[src/rtl/button_event.sv]
// Turns a debounced switch level into single-cycle press/release/long/repeat
// events plus a "held" level, with an enable that clears all tracking.
module button_event #(
    parameter int WIDTH  = 24,
    parameter int HOLD   = 12_000_000,
    parameter int REPEAT = 3_000_000
) (
    input  logic clk,
    input  logic rst_n,
    input  logic in,
    input  logic en,
    output logic press,
    output logic release_pulse,
    output logic long,
    output logic rpt,
    output logic held
);

    localparam logic [1:0] IDLE = 2'd0;
    localparam logic [1:0] DOWN = 2'd1;
    localparam logic [1:0] HELD = 2'd2;

    localparam logic [WIDTH-1:0] HOLD_LAST   = WIDTH'(HOLD - 1);
    localparam logic [WIDTH-1:0] REPEAT_LAST = WIDTH'((REPEAT > 0) ? (REPEAT - 1) : 0);
    localparam bit               REPEAT_ON   = (REPEAT != 0);

    logic [1:0]       state_q, state_d;
    logic [WIDTH-1:0] cnt_q, cnt_d;
    logic             prev_q, prev_d;
    logic             press_q, press_d;
    logic             release_q, release_d;
    logic             long_q, long_d;
    logic             rpt_q, rpt_d;
    logic             held_q, held_d;

    logic rise;
    logic fall;

    assign rise = in & ~prev_q;
    assign fall = ~in & prev_q;

    always_comb begin
        state_d   = state_q;
        cnt_d     = cnt_q;
        prev_d    = in;
        press_d   = 1'b0;
        release_d = 1'b0;
        long_d    = 1'b0;
        rpt_d     = 1'b0;
        held_d    = held_q;

        if (!en) begin
            state_d = IDLE;
            cnt_d   = '0;
            held_d  = 1'b0;
        end else begin
            case (state_q)
                IDLE: begin
                    cnt_d  = '0;
                    held_d = 1'b0;
                    // Counter starts at 0 on the press cycle so long lands HOLD cycles later.
                    if (rise) begin
                        press_d = 1'b1;
                        state_d = DOWN;
                        held_d  = 1'b1;
                    end
                end
                DOWN: begin
                    if (fall) begin
                        release_d = 1'b1;
                        state_d   = IDLE;
                        cnt_d     = '0;
                        held_d    = 1'b0;
                    end else if (cnt_q == HOLD_LAST) begin
                        long_d  = 1'b1;
                        cnt_d   = '0;
                        state_d = HELD;
                    end else begin
                        cnt_d = cnt_q + 1'b1;
                    end
                end
                HELD: begin
                    if (fall) begin
                        release_d = 1'b1;
                        state_d   = IDLE;
                        cnt_d     = '0;
                        held_d    = 1'b0;
                    end else if (!REPEAT_ON) begin
                        cnt_d = '0;
                    end else if (cnt_q == REPEAT_LAST) begin
                        rpt_d = 1'b1;
                        cnt_d = '0;
                    end else begin
                        cnt_d = cnt_q + 1'b1;
                    end
                end
                default: begin
                    state_d = IDLE;
                    cnt_d   = '0;
                    held_d  = 1'b0;
                end
            endcase
        end
    end

    always_ff @(posedge clk or negedge rst_n) begin
        if (!rst_n) begin
            state_q   <= IDLE;
            cnt_q     <= '0;
            prev_q    <= 1'b0;
            press_q   <= 1'b0;
            release_q <= 1'b0;
            long_q    <= 1'b0;
            rpt_q     <= 1'b0;
            held_q    <= 1'b0;
        end else begin
            state_q   <= state_d;
            cnt_q     <= cnt_d;
            prev_q    <= prev_d;
            press_q   <= press_d;
            release_q <= release_d;
            long_q    <= long_d;
            rpt_q     <= rpt_d;
            held_q    <= held_d;
        end
    end

    assign press         = press_q;
    assign release_pulse = release_q;
    assign long          = long_q;
    assign rpt           = rpt_q;
    assign held          = held_q;

endmodule
[config.mk]
export PLATFORM = sky130hd
export DESIGN_NAME = button_event
export DESIGN_NICKNAME = d
export VERILOG_FILES = /design/src/rtl/button_event.sv
export SDC_FILE = /design/constraint.sdc
export NUM_CORES = 1
export LEC_CHECK = 0
export CAP_MARGIN = 20
export CORE_MARGIN = 2
export CORE_UTILIZATION = 40
export DETAILED_ROUTE_END_ITERATION = 12
export GPL_ROUTABILITY_DRIVEN = 0
export HOLD_SLACK_MARGIN = 0.06
export SLEW_MARGIN = 20
export SYNTH_ARGS = -nofsm -noshare
export SYNTH_HDL_FRONTEND = slang
export SYNTH_SLANG_ARGS = --single-unit
[constraint.sdc]
create_clock -name clk -period 2.8 [get_ports clk]
set_clock_uncertainty 0.2 [all_clocks]
set_input_delay 0.84 -clock clk [delete_from_list [all_inputs] [get_ports clk]]
set_output_delay 0.84 -clock clk [all_outputs]
set_load 0.005 [all_outputs]
# Yosys cells after proc, flatten, opt, wreduce, memory -nomap -nowiden
# Index checks and enable logic that the tools add are counted.
[totals]
ff_bits = 32
elab_cells = 53
[classes]
n_addsub = 1
n_eq_ne = 8
muxes = 29
bitwise = 4
n_reduce_logical = 3
[op_table]
columns = ["op", "count"]
rows = [
  ["24-bit 2-to-1 mux", 5],
  ["24-bit one-hot mux with 2 select lines", 1],
  ["24-bit by 1-bit adder with 24-bit output (second input constant)", 1],
  ["24-bit by 22-bit equality test with 1-bit output (second input constant)", 1],
  ["24-bit equality test (second input constant)", 1],
  ["1-bit 2-to-1 mux", 16],
  ["2-bit 2-to-1 mux", 5],
  ["3-bit inequality test (second input constant)", 2],
  ["2-bit one-hot mux with 3 select lines", 1],
  ["4-bit inequality test (second input constant)", 1],
  ["3-bit by 2-bit inequality test with 1-bit output (second input constant)", 1],
  ["3-bit AND reduction", 1],
  ["1-bit AND", 2],
  ["2-bit by 1-bit equality test with 1-bit output (second input constant)", 1],
  ["2-bit equality test (second input constant)", 1],
  ["2-bit zero test", 1],
  ["1-bit inverter", 2],
  ["1-bit one-hot mux with 2 select lines", 1],
  ["2-bit OR reduction", 1],
]

# Longest topological paths before layout
[logic_depth]
word_depth = 5
depth_mapped = 6
depth_no_buf = 6

# Worst setup path before layout
# No wires, ideal clock.
[synth_path]
kind = "flip-flop to flip-flop"
from = "register cnt_q[14]"
to = "register state_q[0]"
setup_ns = 0.126
arrival_time_ns = 1.998
t_required_ns = 2.474
setup_slack_ns = 0.476
path_stages_with_launch = 5
period_less_slack_ns = 2.324
cell_sequence = "dfrtp_1 > or4b_1 > or4_4 > or2_4 > o311a_1"
[synth_via]
elab_chain_len = 3
[synth_rtl]
columns = ["element", "line_no", "text"]
rows = [
  ["from (decl)", "28", "logic [WIDTH-1:0] cnt_q, cnt_d;"],
  ["from (signal assigned)", "118", "cnt_q <= cnt_d;"],
  ["24-bit equality test", "74", "end else if (cnt_q == HOLD_LAST) begin"],
  ["4-bit inequality test (no source line)", "-", ""],
  ["3-bit AND reduction (no source line)", "-", ""],
  ["to (signal assigned)", "117", "state_q <= state_d;"],
  ["to (decl)", "27", "logic [1:0] state_q, state_d;"],
]
# No other way between the ends.
# A chain may end at the register's enable or synchronous reset.

# Worst setup path in the final report
# Ends and elaborated chain as after synthesis.

==> results.py <==
metrics = {
    "outcome": {
        "status": "finished, final reports clean",
    },
    "clocking": {
        "cts_tree": "built",
        "cts.htree.levels": 2,
        "clkLatencyLatePin_ns": 0.28,
        "clockRootBuffer": "clkbuf_8",
        "post_cts_buffers": 0,
        "cts.clk_slew.worst_paths_ns": 0.06,
        "clockBufferDepth": 2,
        "cts_sinks": 32,
        "numCtsBuffers": 5,
        "cts_hold_buf": 0,
        "cts_resized": 0,
    },
    "floorplanning": {
        "die-area_um2": 4980,
        "core_area_um2": 4320,
        "io_pins": 9,
        "die_y_um": 70.6,
        "die_width_um": 70.6,
        "start_util_pct": 41.0,
        "rows": 24,
    },
    "final_layout": {
        "layout_commonest_cell": "dfrtp_1",
        "multi_input_area_um2": 898,
        "layout.cells.non_filler": 241,
        "final_util_pct": 46.2,
        "seqCellArea_um2": 801,
        "final.fill_count": 424,
        "diodes": 0,
        "drive_gt1_share_pct": 8.47,
        "mostFrequentLayoutCells": "32 x dfrtp_1, 15 x nand2_1, 14 x a21oi_1",
        "area_delta_synth_final_pct": 12.5,
        "nets": 196,
    },
    "synth": {
        "synth_edf_count": 0,
        "yosysSeqAreaShare_pct": 45.1,
        "syn_area_um2": 1770,
        "synth.largest_area_cell": "dfrtp_1",
        "ys_ff_latch": 32,
        "synthCells": 177,
        "synth_ff_type": "dfrtp_1",
        "syn_nets": 185,
        "async_flop_share_pct": 100,
        "avgSynthCellArea_um2": 10.0,
        "yosysUniqueCellTypes": 39,
        "synth-warning-count": 0,
        "synthTopCellsByArea": "dfrtp_1 45%, xor2_1 4.4%, a22oi_1 4.2%, a21oi_1 3.9%, nand2_1 3.2%",
        "yosysTopAreaCellShare_pct": 45.1,
    },
    "route": {
        "routed_wirelength_um": 3720,
        "met2_length_um": 1800,
        "dr_total_vias": 1392,
        "wl_met3_um": 91,
        "wl_met1_um": 1770,
        "dr.pass1.iters": 4,
        "drt_iter0_markers": 147,
        "top_layer_used": "met4",
        "remaining_drc_errors": 0,
        "wire_per_inst_um": 15.4,
        "viasPerCell": 5.78,
        "final_antenna_net_count": 0,
    },
    "setup_path": {
        "regToRegEndpoint": "state_q[0]",
        "critical_path_class": "reg2reg",
        "worstSetupEndpointType": "register",
        "start_kind": "register",
        "crit_path_max_fanout": 6,
        "cp.arrival_ns": 2.39,
        "r2r_slack_ns": 0.38,
        "rr_startpoint": "cnt_q[14]",
        "required_ns": 2.77,
        "reg2reg_depth": 4,
    },
    "placement": {
        "placed_cells": 233,
        "dpl.hpwl_um": 2620,
        "portBuffers": 8,
    },
    "grt": {
        "overflow": 0,
        "grt_pass1_vias": 1462,
        "track_usage_pct": 16.9,
        "grt_antenna_before_repair": 0,
        "grt_first_pass_wirelength_um": 6710,
        "grt_max_degree": 33,
    },
    "min_path": {
        "hold_path_depth": 1,
        "min_delay_worst_endpoint": "cnt_q[0]",
        "min_from": "cnt_q[0]",
        "hold_path_class": "reg2reg",
    },
    "timing": {
        "slew_headroom_pct": 67.7,
        "maxSlewViolCount": 0,
        "rsz0062_at_grt": "no",
        "worst_pin_slew_ns": 0.484,
        "min_period_over_period_pct": 86.5,
        "fmax_ghz": 0.413,
        "finalSetupViolCount": 0,
        "finalCriticalPeriod_ns": 2.42,
        "hold_viol": 0,
        "totalNegativeSetupSlack_ns": 0,
    },
    "pwr": {
        "pwr_density_cell_nw_per_um2": 457,
        "peakVddDrop_uv": 226,
        "power_uw": 913,
        "leakage_uw": 0.000719,
    },
    "run": {
        "maxCapViolations": 0,
    },
}
[metal layers]
| metal | GRT usage, % | vias up |
|---|---|---|
| met5 | 0 | - |
| met4 | 8.39 | 0 |
| met3 | 3.70 | 5 |
| met2 | 26.2 | 14 |
| met1 | 22.5 | 685 |
| li1 | - | 688 |
[power breakdown]
part | switching (uW) | internal, uW | leakage (uW) | total [uW]
Combinational | 42.3 | 28.9 | 0.000230 | 71.2
Sequential | 4.33 | 468 | 0.000443 | 472
Clock | 169 | 200 | 0.0000455 | 369
[flip-flops by register name, indices dropped and copies added, names as in the netlist]
name	count
cnt_q	24
held	1
long	1
press	1
prev_q	1
release_pulse	1
rpt	1
state_q	2
[cells by family (layout without fill, tap and decap cells)]
kind of cell | Yosys count | count (layout) | share of synthesized area [%]
buf+inv | 12 | 24 | 4.23
fa+ha+maj | 4 | 4 | 2.82
flops | 32 | 32 | 45.1
compound gates | 45 | 45 | 17.2
simple gates | 72 | 72 | 24.7
xor+xnor | 12 | 12 | 5.92
[worst max-delay path, cell delays in order (launching register included)]
cell and delay [ns]:
dfrtp_1 0.43, or4b_1 0.54, or4_4 0.59, or2_4 0.27, o311a_1 0.29
[metrics by stage]
| step | hold WS (ns) | setup slack, ns | cell area, um2 |
|---|---|---|---|
| after floorplan | 0.220 | 0.476 | 1770 |
| after global placement | 0.235 | 0.261 | 1910 |
| after detailed placement | 0.263 | 0.141 | 1910 |
| after CTS | 0.272 | 0.368 | 2000 |
| after global routing | 0.278 | 0.254 | 2000 |
| final | 0.262 | 0.377 | 2000 |
[cells in the mapped netlist (2+ instances only)]
| cell | n |
|---|---|
| nand2b_1 | 2 |
| nand3_1 | 9 |
| nor2_1 | 3 |
| clkbuf_1 | 5 |
| nor4b_1 | 2 |
| or3_1 | 5 |
| nand4_1 | 9 |
| o21ai_0 | 7 |
| and2_1 | 2 |
| o31ai_1 | 7 |
| ha_1 | 4 |
| nor3_1 | 2 |
| nor3b_1 | 4 |
| buf_6 | 4 |
| xnor2_1 | 3 |
| dfrtp_1 | 32 |
| a21oi_1 | 14 |
| inv_1 | 3 |
| and4_1 | 4 |
| a22oi_1 | 10 |
| xor2_1 | 9 |
| nor2b_1 | 2 |
| nand2_1 | 15 |
| or4_1 | 5 |
[layout make-up]
type	instances	area share (%)
multi-input combinational	133	45.0
tap	52	3.26
sequential	32	40.1
clock buffer	8	4.51
timing repair buffer	13	6.52
inverter	3	0.564
[how the worst max path moves through the flow]
| stage | from | to | cells after the start |
|---|---|---|---|
| 2_1_floorplan | cnt_q[14] | state_q[0] | 4 |
| 3_3_place_gp | in | cnt_q[19] | 6 |
| 3_5_place_dp | in | cnt_q[13] | 6 |
| 4_1_cts | cnt_q[14] | state_q[0] | 4 |
| 5_1_grt | cnt_q[2] | cnt_q[23] | 4 |
| 6_report | cnt_q[14] | state_q[0] | 4 |
Note: power is estimated with default switching activity, not from simulation.
